File: src/rtl/wb_rr_arbiter.sv
// Round-robin arbiter sharing one classic Wishbone slave port between
// several masters, with a bus watchdog that aborts a stuck transfer.
module wb_rr_arbiter #(
   parameter int unsigned g_num_masters = 4,
   parameter int unsigned g_aw          = 32,
   parameter int unsigned g_dw          = 32,
   parameter int unsigned g_timeout     = 255
) (
   input  logic                                clk_i,
   input  logic                                rst_n_i,
   // master side
   input  logic [g_num_masters*g_aw-1:0]       m_adr_i,
   input  logic [g_num_masters*g_dw-1:0]       m_dat_i,
   input  logic [g_num_masters*(g_dw/8)-1:0]   m_sel_i,
   input  logic [g_num_masters-1:0]            m_we_i,
   input  logic [g_num_masters-1:0]            m_cyc_i,
   input  logic [g_num_masters-1:0]            m_stb_i,
   output logic [g_dw-1:0]                     m_dat_o,
   output logic [g_num_masters-1:0]            m_ack_o,
   output logic [g_num_masters-1:0]            m_err_o,
   // slave side
   output logic [g_aw-1:0]                     s_adr_o,
   output logic [g_dw-1:0]                     s_dat_o,
   output logic [g_dw/8-1:0]                   s_sel_o,
   output logic                                s_we_o,
   output logic                                s_cyc_o,
   output logic                                s_stb_o,
   input  logic [g_dw-1:0]                     s_dat_i,
   input  logic                                s_ack_i,
   input  logic                                s_err_i,
   // status
   output logic [g_num_masters-1:0]            grant_o,
   output logic                                busy_o
);

   localparam int unsigned N     = g_num_masters;
   localparam int unsigned SW    = g_dw / 8;
   localparam int unsigned IW    = (N > 1) ? $clog2(N) : 1;
   localparam int unsigned CW    = (g_timeout > 0) ? $clog2(g_timeout + 1) : 1;
   localparam bit          WD_EN = (g_timeout != 0);
   localparam logic [CW-1:0] TO_VAL   = CW'(g_timeout);
   localparam logic [IW-1:0] LAST_RST = IW'(N - 1);

   typedef enum logic [1:0] {
      IDLE  = 2'd0,
      BUSY  = 2'd1,
      ABORT = 2'd2
   } state_t;

   state_t        state;
   logic [IW-1:0] gnt_idx;
   logic [IW-1:0] last_grant;
   logic [IW-1:0] pick_idx;
   logic          pick_valid;
   logic [CW-1:0] wd_cnt;
   logic          wd_fire;
   logic          gnt_cyc;
   logic          gnt_stb;
   logic          in_busy;

   // Round-robin pick: first requester after the last owner, wrapping.
   always_comb begin
      pick_valid = 1'b0;
      pick_idx   = '0;
      for (int unsigned i = 1; i <= N; i++) begin
         if (!pick_valid && m_cyc_i[IW'((32'(last_grant) + i) % N)]) begin
            pick_valid = 1'b1;
            pick_idx   = IW'((32'(last_grant) + i) % N);
         end
      end
   end

   // Select the granted master's request signals.
   always_comb begin
      s_adr_o = '0;
      s_dat_o = '0;
      s_sel_o = '0;
      s_we_o  = 1'b0;
      gnt_cyc = 1'b0;
      gnt_stb = 1'b0;
      for (int unsigned k = 0; k < N; k++) begin
         if (gnt_idx == IW'(k)) begin
            s_adr_o = m_adr_i[k*g_aw +: g_aw];
            s_dat_o = m_dat_i[k*g_dw +: g_dw];
            s_sel_o = m_sel_i[k*SW +: SW];
            s_we_o  = m_we_i[k];
            gnt_cyc = m_cyc_i[k];
            gnt_stb = m_stb_i[k];
         end
      end
   end

   assign in_busy = (state == BUSY);
   assign s_cyc_o = in_busy & gnt_cyc;
   assign s_stb_o = in_busy & gnt_stb;
   assign m_dat_o = s_dat_i;

   // A slave ack on the limit cycle beats the watchdog.
   assign wd_fire = WD_EN && in_busy && (wd_cnt == TO_VAL) && !s_ack_i;

   // Route slave termination to the owner only; everyone else stalls.
   always_comb begin
      m_ack_o = '0;
      m_err_o = '0;
      if (in_busy) begin
         m_ack_o[gnt_idx] = s_ack_i;
         m_err_o[gnt_idx] = s_err_i | wd_fire;
      end
   end

   // Watchdog: counts unanswered strobe cycles, saturating at the limit.
   always_ff @(posedge clk_i or negedge rst_n_i) begin
      if (!rst_n_i) begin
         wd_cnt <= '0;
      end else if (!in_busy || !s_stb_o || s_ack_i || s_err_i || !WD_EN) begin
         wd_cnt <= '0;
      end else if (wd_cnt != TO_VAL) begin
         wd_cnt <= wd_cnt + CW'(1);
      end
   end

   // Arbitration FSM with registered grant, busy and last-owner index.
   always_ff @(posedge clk_i or negedge rst_n_i) begin
      if (!rst_n_i) begin
         state      <= IDLE;
         gnt_idx    <= '0;
         last_grant <= LAST_RST;
         grant_o    <= '0;
         busy_o     <= 1'b0;
      end else begin
         case (state)
            IDLE: begin
               if (pick_valid) begin
                  state   <= BUSY;
                  gnt_idx <= pick_idx;
                  grant_o <= N'(1) << pick_idx;
                  busy_o  <= 1'b1;
               end
            end
            BUSY: begin
               if (!gnt_cyc) begin
                  state      <= IDLE;
                  grant_o    <= '0;
                  busy_o     <= 1'b0;
                  last_grant <= gnt_idx;
               end else if (wd_fire) begin
                  state <= ABORT;
               end
            end
            ABORT: begin
               if (!gnt_cyc) begin
                  state      <= IDLE;
                  grant_o    <= '0;
                  busy_o     <= 1'b0;
                  last_grant <= gnt_idx;
               end
            end
            default: begin
               state   <= IDLE;
               grant_o <= '0;
               busy_o  <= 1'b0;
            end
         endcase
      end
   end

endmodule

File: config.mk
export PLATFORM = sky130hd
export DESIGN_NAME = wb_rr_arbiter
export DESIGN_NICKNAME = d
export VERILOG_FILES = /design/src/rtl/wb_rr_arbiter.sv
export SDC_FILE = /design/constraint.sdc
export NUM_CORES = 1
export LEC_CHECK = 0
export CORE_AREA = 2 2 172 174
export DETAILED_ROUTE_END_ITERATION = 8
export DIE_AREA = 0 0 174 176
export PLACE_DENSITY = 0.44
export SKIP_LAST_GASP = 1
export SYNTH_ARGS = -nofsm -noshare
export SYNTH_HDL_FRONTEND = slang
export SYNTH_SLANG_ARGS = --single-unit
export TNS_END_PERCENT = 30
File: constraint.sdc
create_clock -name clk_i -period 2.53 [get_ports clk_i]
set_clock_uncertainty 0.15 [all_clocks]
set_input_delay 0.506 -clock clk_i [delete_from_list [all_inputs] [get_ports clk_i]]
set_output_delay 0.506 -clock clk_i [all_outputs]
set_load 0.005 [all_outputs]
After elaboration in Yosys (flattened, before gate mapping)
Index checks and enable logic that the tools add are counted.
{"block": "classes", "addsub": 5, "magnitude_cmp": 6, "eq_ne": 11, "shifts": 1, "n_mux": 57, "bitwise": 6, "n_reduce_logical": 23}
{"cell": "32-bit two-way mux", "count": 8}
{"cell": "4-bit two-way mux", "count": 8}
{"cell": "1-bit two-way mux", "count": 23}
{"cell": "2-bit two-way mux", "count": 8}
{"cell": "8-bit two-way mux", "count": 2}
{"cell": "2-bit by 3-bit < comparator with 1-bit output (second input constant)", "count": 5}
{"cell": "8-bit by 1-bit adder with 8-bit output (second input constant)", "count": 1}
{"cell": "4-bit bitwise AND", "count": 2}
{"cell": "1-bit binary-select mux with 2-bit select", "count": 4}
{"cell": "8-bit == test (second input constant)", "count": 1}
{"cell": "8-bit != test (second input constant)", "count": 1}
{"cell": "4-bit case mux with 2 select lines", "count": 1}
{"cell": "2-bit == test (second input constant)", "count": 3}
{"cell": "1-bit logical AND", "count": 6}
{"cell": "1-bit logical NOT", "count": 6}
{"cell": "2-bit != test (second input constant)", "count": 3}
{"cell": "2-bit case mux with 3 select lines", "count": 1}
{"cell": "2-bit AND reduction", "count": 3}
{"cell": "2-bit by 1-bit adder with 2-bit output (second input constant)", "count": 2}
{"cell": "2-bit adder (second input constant)", "count": 2}
{"cell": "2-bit by 1-bit == test with 1-bit output (second input constant)", "count": 2}
{"cell": "2-bit logical NOT", "count": 2}
{"cell": "1-bit by 2-bit << shifter with 4-bit output (first input constant)", "count": 1}
{"cell": "1-bit logical OR", "count": 3}
{"cell": "other kinds (10)", "count": 11}
{"block": "word_totals", "ff_bits": 19, "input_bits": 320, "output_inout_bits": 116}

Depth between registers and ports, before layout
{"block": "logic_depth", "depth_word": 16, "depth_mapped": 6}

Worst setup path after synthesis
Ideal clock, no wire load.
{"block": "synth_timing", "path_type": "register -> output", "start": "register gnt_idx[0]", "end": "output port s_adr_o[0]", "t_arrival_ns": 1.477, "t_required_ns": 1.874, "slack_ns": 0.397, "stages_incl_launch_ff": 5, "path_buffers": 3, "cell_sequence": "dfrtp_1 > buf_2 > buf_4 > buf_2 > mux4_2"}
{"block": "synth_via", "elab_chain_len": 5}
{"item": "start: declaration", "line": "51", "rtl": "logic [IW-1:0] gnt_idx;"}
{"item": "start signal: assignment", "line": "135", "rtl": "gnt_idx <= pick_idx;"}
{"item": "2-bit logical NOT", "line": "82", "rtl": "if (gnt_idx == IW'(k)) begin"}
{"item": "32-bit two-way mux (3 in series)", "line": "82"}
{"item": "32-bit two-way mux (*)", "line": "82"}
{"item": "end: declaration", "line": "22", "rtl": "output logic [g_aw-1:0] s_adr_o,"}
Every way passes the cells marked *; elsewhere a longest branch is shown, timed or not.

Final worst setup path
{"block": "layout_timing", "start": "register gnt_idx[0]", "end": "output port s_adr_o[4]"}
Same word-level chain as after synthesis.

==> results.txt <==
The floorplan die area was 30,600 um^2. Ranked by total cell area, the synthesized netlist is headed by sky130_fd_sc_hd__mux4_2, sky130_fd_sc_hd__dfrtp_1, sky130_fd_sc_hd__buf_4. Type of the worst min-delay path: in -> async.

The run finished, with violations left. The number of global-route vias before repair came out at 4,075. The final layout contains routed wiring with a total length of 19.6 mm.

The detail route stage leaves a number of antenna-violating nets equal to 0. The synthesized design contains 0 enable-type register cells. The antenna diode count came out at 0. The final worst-path setup slack was -145 ps.

In this run the horizontal extent of the chip is 174 um. Once the floorplan was initialized, standard cells occupied 10.8% of the core. Number of synthesized register bits: 19. After technology mapping, the gate count stands at 248. In this run the tightest slew margin relative to its limit is 79.7%.

The finished layout holds 999 standard cells, fillers aside. The critical path is of the reg -> out type. In the synthesized netlist the async set-or-reset flop fraction comes to 100%. After layout, the worst path uses 106% of the clock period.

The path depth of the worst reg2reg path was 6. The run gives 7540 um^2 as the cell area after layout. Entering global routing, the biggest net connects 44 pins. At the worst endpoint, the required time is 1870 ps. The logs give 0 for the initial antenna violation count and 0.413 mV for the maximum resistive drop on vdd.

In the layout the commonest cells are sky130_fd_sc_hd__clkdlybuf4s50_1, sky130_fd_sc_hd__mux4_2, sky130_fd_sc_hd__buf_4. Detailed placement finished with a half-perimeter wire length of 17.1 mm. Number of buffers created by CTS: 3. The worst register-to-register path ends at last_grant[1]. The number of nets in the synthesized netlist is 572. Across all register-to-register paths, the minimum setup slack is 400 ps. After layout, the minimum clock period comes to 2670 ps.

For this run, the number of Yosys warnings is 0. For this design the ratio of total power to cell area is 759 nW/um^2. The number of DRC violations after detailed routing is 0. The count of port buffers added during placement was 371.

Summing over every cut layer, the via total after detailed routing is 3,850. The final setup violation count is 44. Count of final hold-check violations: 0. TritonCTS built the clock tree.

Timing analysis after detailed placement gives a worst setup slack of -294 ps. The average wire per standard cell was 19.6 um. In the global route stage, overall resource usage came out at 12.0%.

Sequential elements use 15.5% of the synthesized area. After detailed routing, the number of vias per cell comes to 3.85. Per report_power, the clock group accounts for 5.8% of the total.

STA puts the critical path data arrival time at 2020 ps. The clock latency reported for the late side of the worst-skew pair was 250 ps. Clock-pin slew on the worst setup and hold paths: 60 ps.

The share of layout cells above drive strength 1 works out to 22.8%. The share of total power dissipated in sequential elements is 8.9%. Across the run, the number of max-cap violations was 0. Including well taps, the total number of placed cells is 981.

The worst setup path is launched from a flip-flop. The summed negative setup slack over all endpoints is -4110 ps. The die is 176 um tall. The first routing iteration left 223 violations. The run gives 4 as the first-pass detailed-route iteration total. The area added between synthesis and finish works out to 144%. The root buffer cell was sky130_fd_sc_hd__clkbuf_16. For the pin with the worst max-slew slack, the measured transition is 302 ps. The internal power consumption came out at 3.68 mW. The analysis attributes to net switching a power of 2.04 mW. The logs give 62 for the number of placement rows and 1 for the level count of the clock H-tree. Share of Yosys cell area claimed by the top area cell type: 51.8%. The logs give 85.3% for the logic gate share of total power and 26.4% for the final core area utilization. Final count of pins violating max slew: 0.

The checks that failed: setup timing. At the end of routability-driven placement, the weighted congestion stood at 0.853. The clock net in this run drives a total of 19 sinks. The tools report the final layout net count as 940. The number of library cell types mapped by synthesis came out at 43. The highest fanout seen on the critical path is 6. Buffers inserted to repair hold after CTS numbered 0.

The tools report the critical register-to-register path startpoint as gnt_idx[0]. Overall power of the completed layout: 5.72 mW. The first global-routing pass estimated 27.9 mm of wire.

The tools report the static power due to leakage as 2.93 nW. The mapped netlist covers 3090 um^2. STA classifies the critical path endpoint as an output port.

The commonest non-fill, non-tap cell in the layout is sky130_fd_sc_hd__clkdlybuf4s50_1. Total global routing overflow: 0. The proportion of total power due to net switching came out at 35.6%.

The filler cells instantiated in the layout total 3,066. Setup repair after global routing could not meet its margin everywhere. For this run, the leading register cell type out of synthesis is sky130_fd_sc_hd__dfrtp_1. Based on the critical path, the design can be clocked at up to 374 MHz. Once placement finished, the instance area stood at 7230 um^2. The number of ports placed on the die boundary is 436, and the worst hold slack after final layout is 328 ps. Counting along the longest clock path gives a buffer depth of 2.

The tools report the area of the core region as 28,500 um^2. The cell type with the highest aggregate area in the netlist was sky130_fd_sc_hd__mux4_2. The mean area per synthesized cell is 12.5 um^2.
cell families (layout without fill, tap and decap cells):
family	after synthesis	in the layout	share of synthesized area, %
AOI/OAI and AO/OA	30	30	6.69
DFF	19	19	15.5
and+or+nand+nor	58	58	9.64
buffers and inverters	57	424	11.9
xor gates and xnor gates	4	4	1.13
adders and majority gates	4	4	1.62
muxes	76	76	53.5
how the worst max path moves through the flow:
| stage | endpoint | depth (start not counted) | slack [ps] | startpoint |
|---|---|---|---|---|
| after floorplan | s_adr_o[0] | 4 | 400 | gnt_idx[0] |
| final | s_adr_o[4] | 4 | -140 | gnt_idx[0] |
| after global placement | s_cyc_o | 4 | -320 | m_cyc_i[0] |
| after CTS | m_err_o[0] | 5 | -190 | s_ack_i |
| after global routing | s_adr_o[28] | 4 | -200 | gnt_idx[0] |
| after detailed placement | s_cyc_o | 4 | -290 | m_cyc_i[0] |
synthesized netlist by cell type (5+ instances only):
library cell / n
sky130_fd_sc_hd__nand2b_1: 6
sky130_fd_sc_hd__buf_2: 6
sky130_fd_sc_hd__inv_1: 5
sky130_fd_sc_hd__and3_1: 6
sky130_fd_sc_hd__nand2_1: 12
sky130_fd_sc_hd__dfrtp_1: 17
sky130_fd_sc_hd__clkbuf_1: 8
sky130_fd_sc_hd__buf_4: 35
sky130_fd_sc_hd__mux4_2: 71
sky130_fd_sc_hd__a31oi_1: 5
sky130_fd_sc_hd__o21ai_0: 6
sky130_fd_sc_hd__nor2_1: 18
registers in the layout, summed over array words and instances, names as in the netlist:
register,cells
state,2
last_grant,2
grant_o,4
busy_o,1
gnt_idx,2
wd_cnt,8
power groups by stage:
stage | combinational (mW) | sequential, mW | clock, mW
floorplan | 2.23 | 0.458 | 0
global placement | 4.81 | 0.568 | 0
detailed placement | 4.78 | 0.567 | 0
CTS | 4.88 | 0.508 | 0.342
global route | 5.21 | 0.528 | 0.351
finish | 4.88 | 0.508 | 0.332
layout make-up:
class / instances / area, um^2 / area share, %
multi-input combinational: 172 / 2280 / 30.2
sequential: 19 / 485 / 6.44
tap: 384 / 480 / 6.37
inverter: 5 / 18.8 / 0.249
timing repair buffer: 415 / 4190 / 55.6
clock buffer: 3 / 75.1 / 0.996
clock inverter: 1 / 5.00 / 0.0664
layer usage:
metal	wire (um)	up-vias	track usage, %
met4	77	0	0.980
met3	1700	9	3.25
met1	7830	1895	15.0
met2	9980	228	21.7
li1	-	1718	-
met5	0	-	0
critical path: stages (launching register included):
cell and delay (ps):
sky130_fd_sc_hd__dfrtp_4 440, sky130_fd_sc_hd__buf_8 160, sky130_fd_sc_hd__buf_4 150, sky130_fd_sc_hd__mux4_2 510, sky130_fd_sc_hd__clkdlybuf4s50_1 500
repair_timing:
item	in CTS	in global routing
resized for setup	55	27
setup buffers	8	6
setup endpoints to repair	76	63
pin swaps	1	2
cloned	0	1
Note: power is estimated with default switching activity, not from simulation.
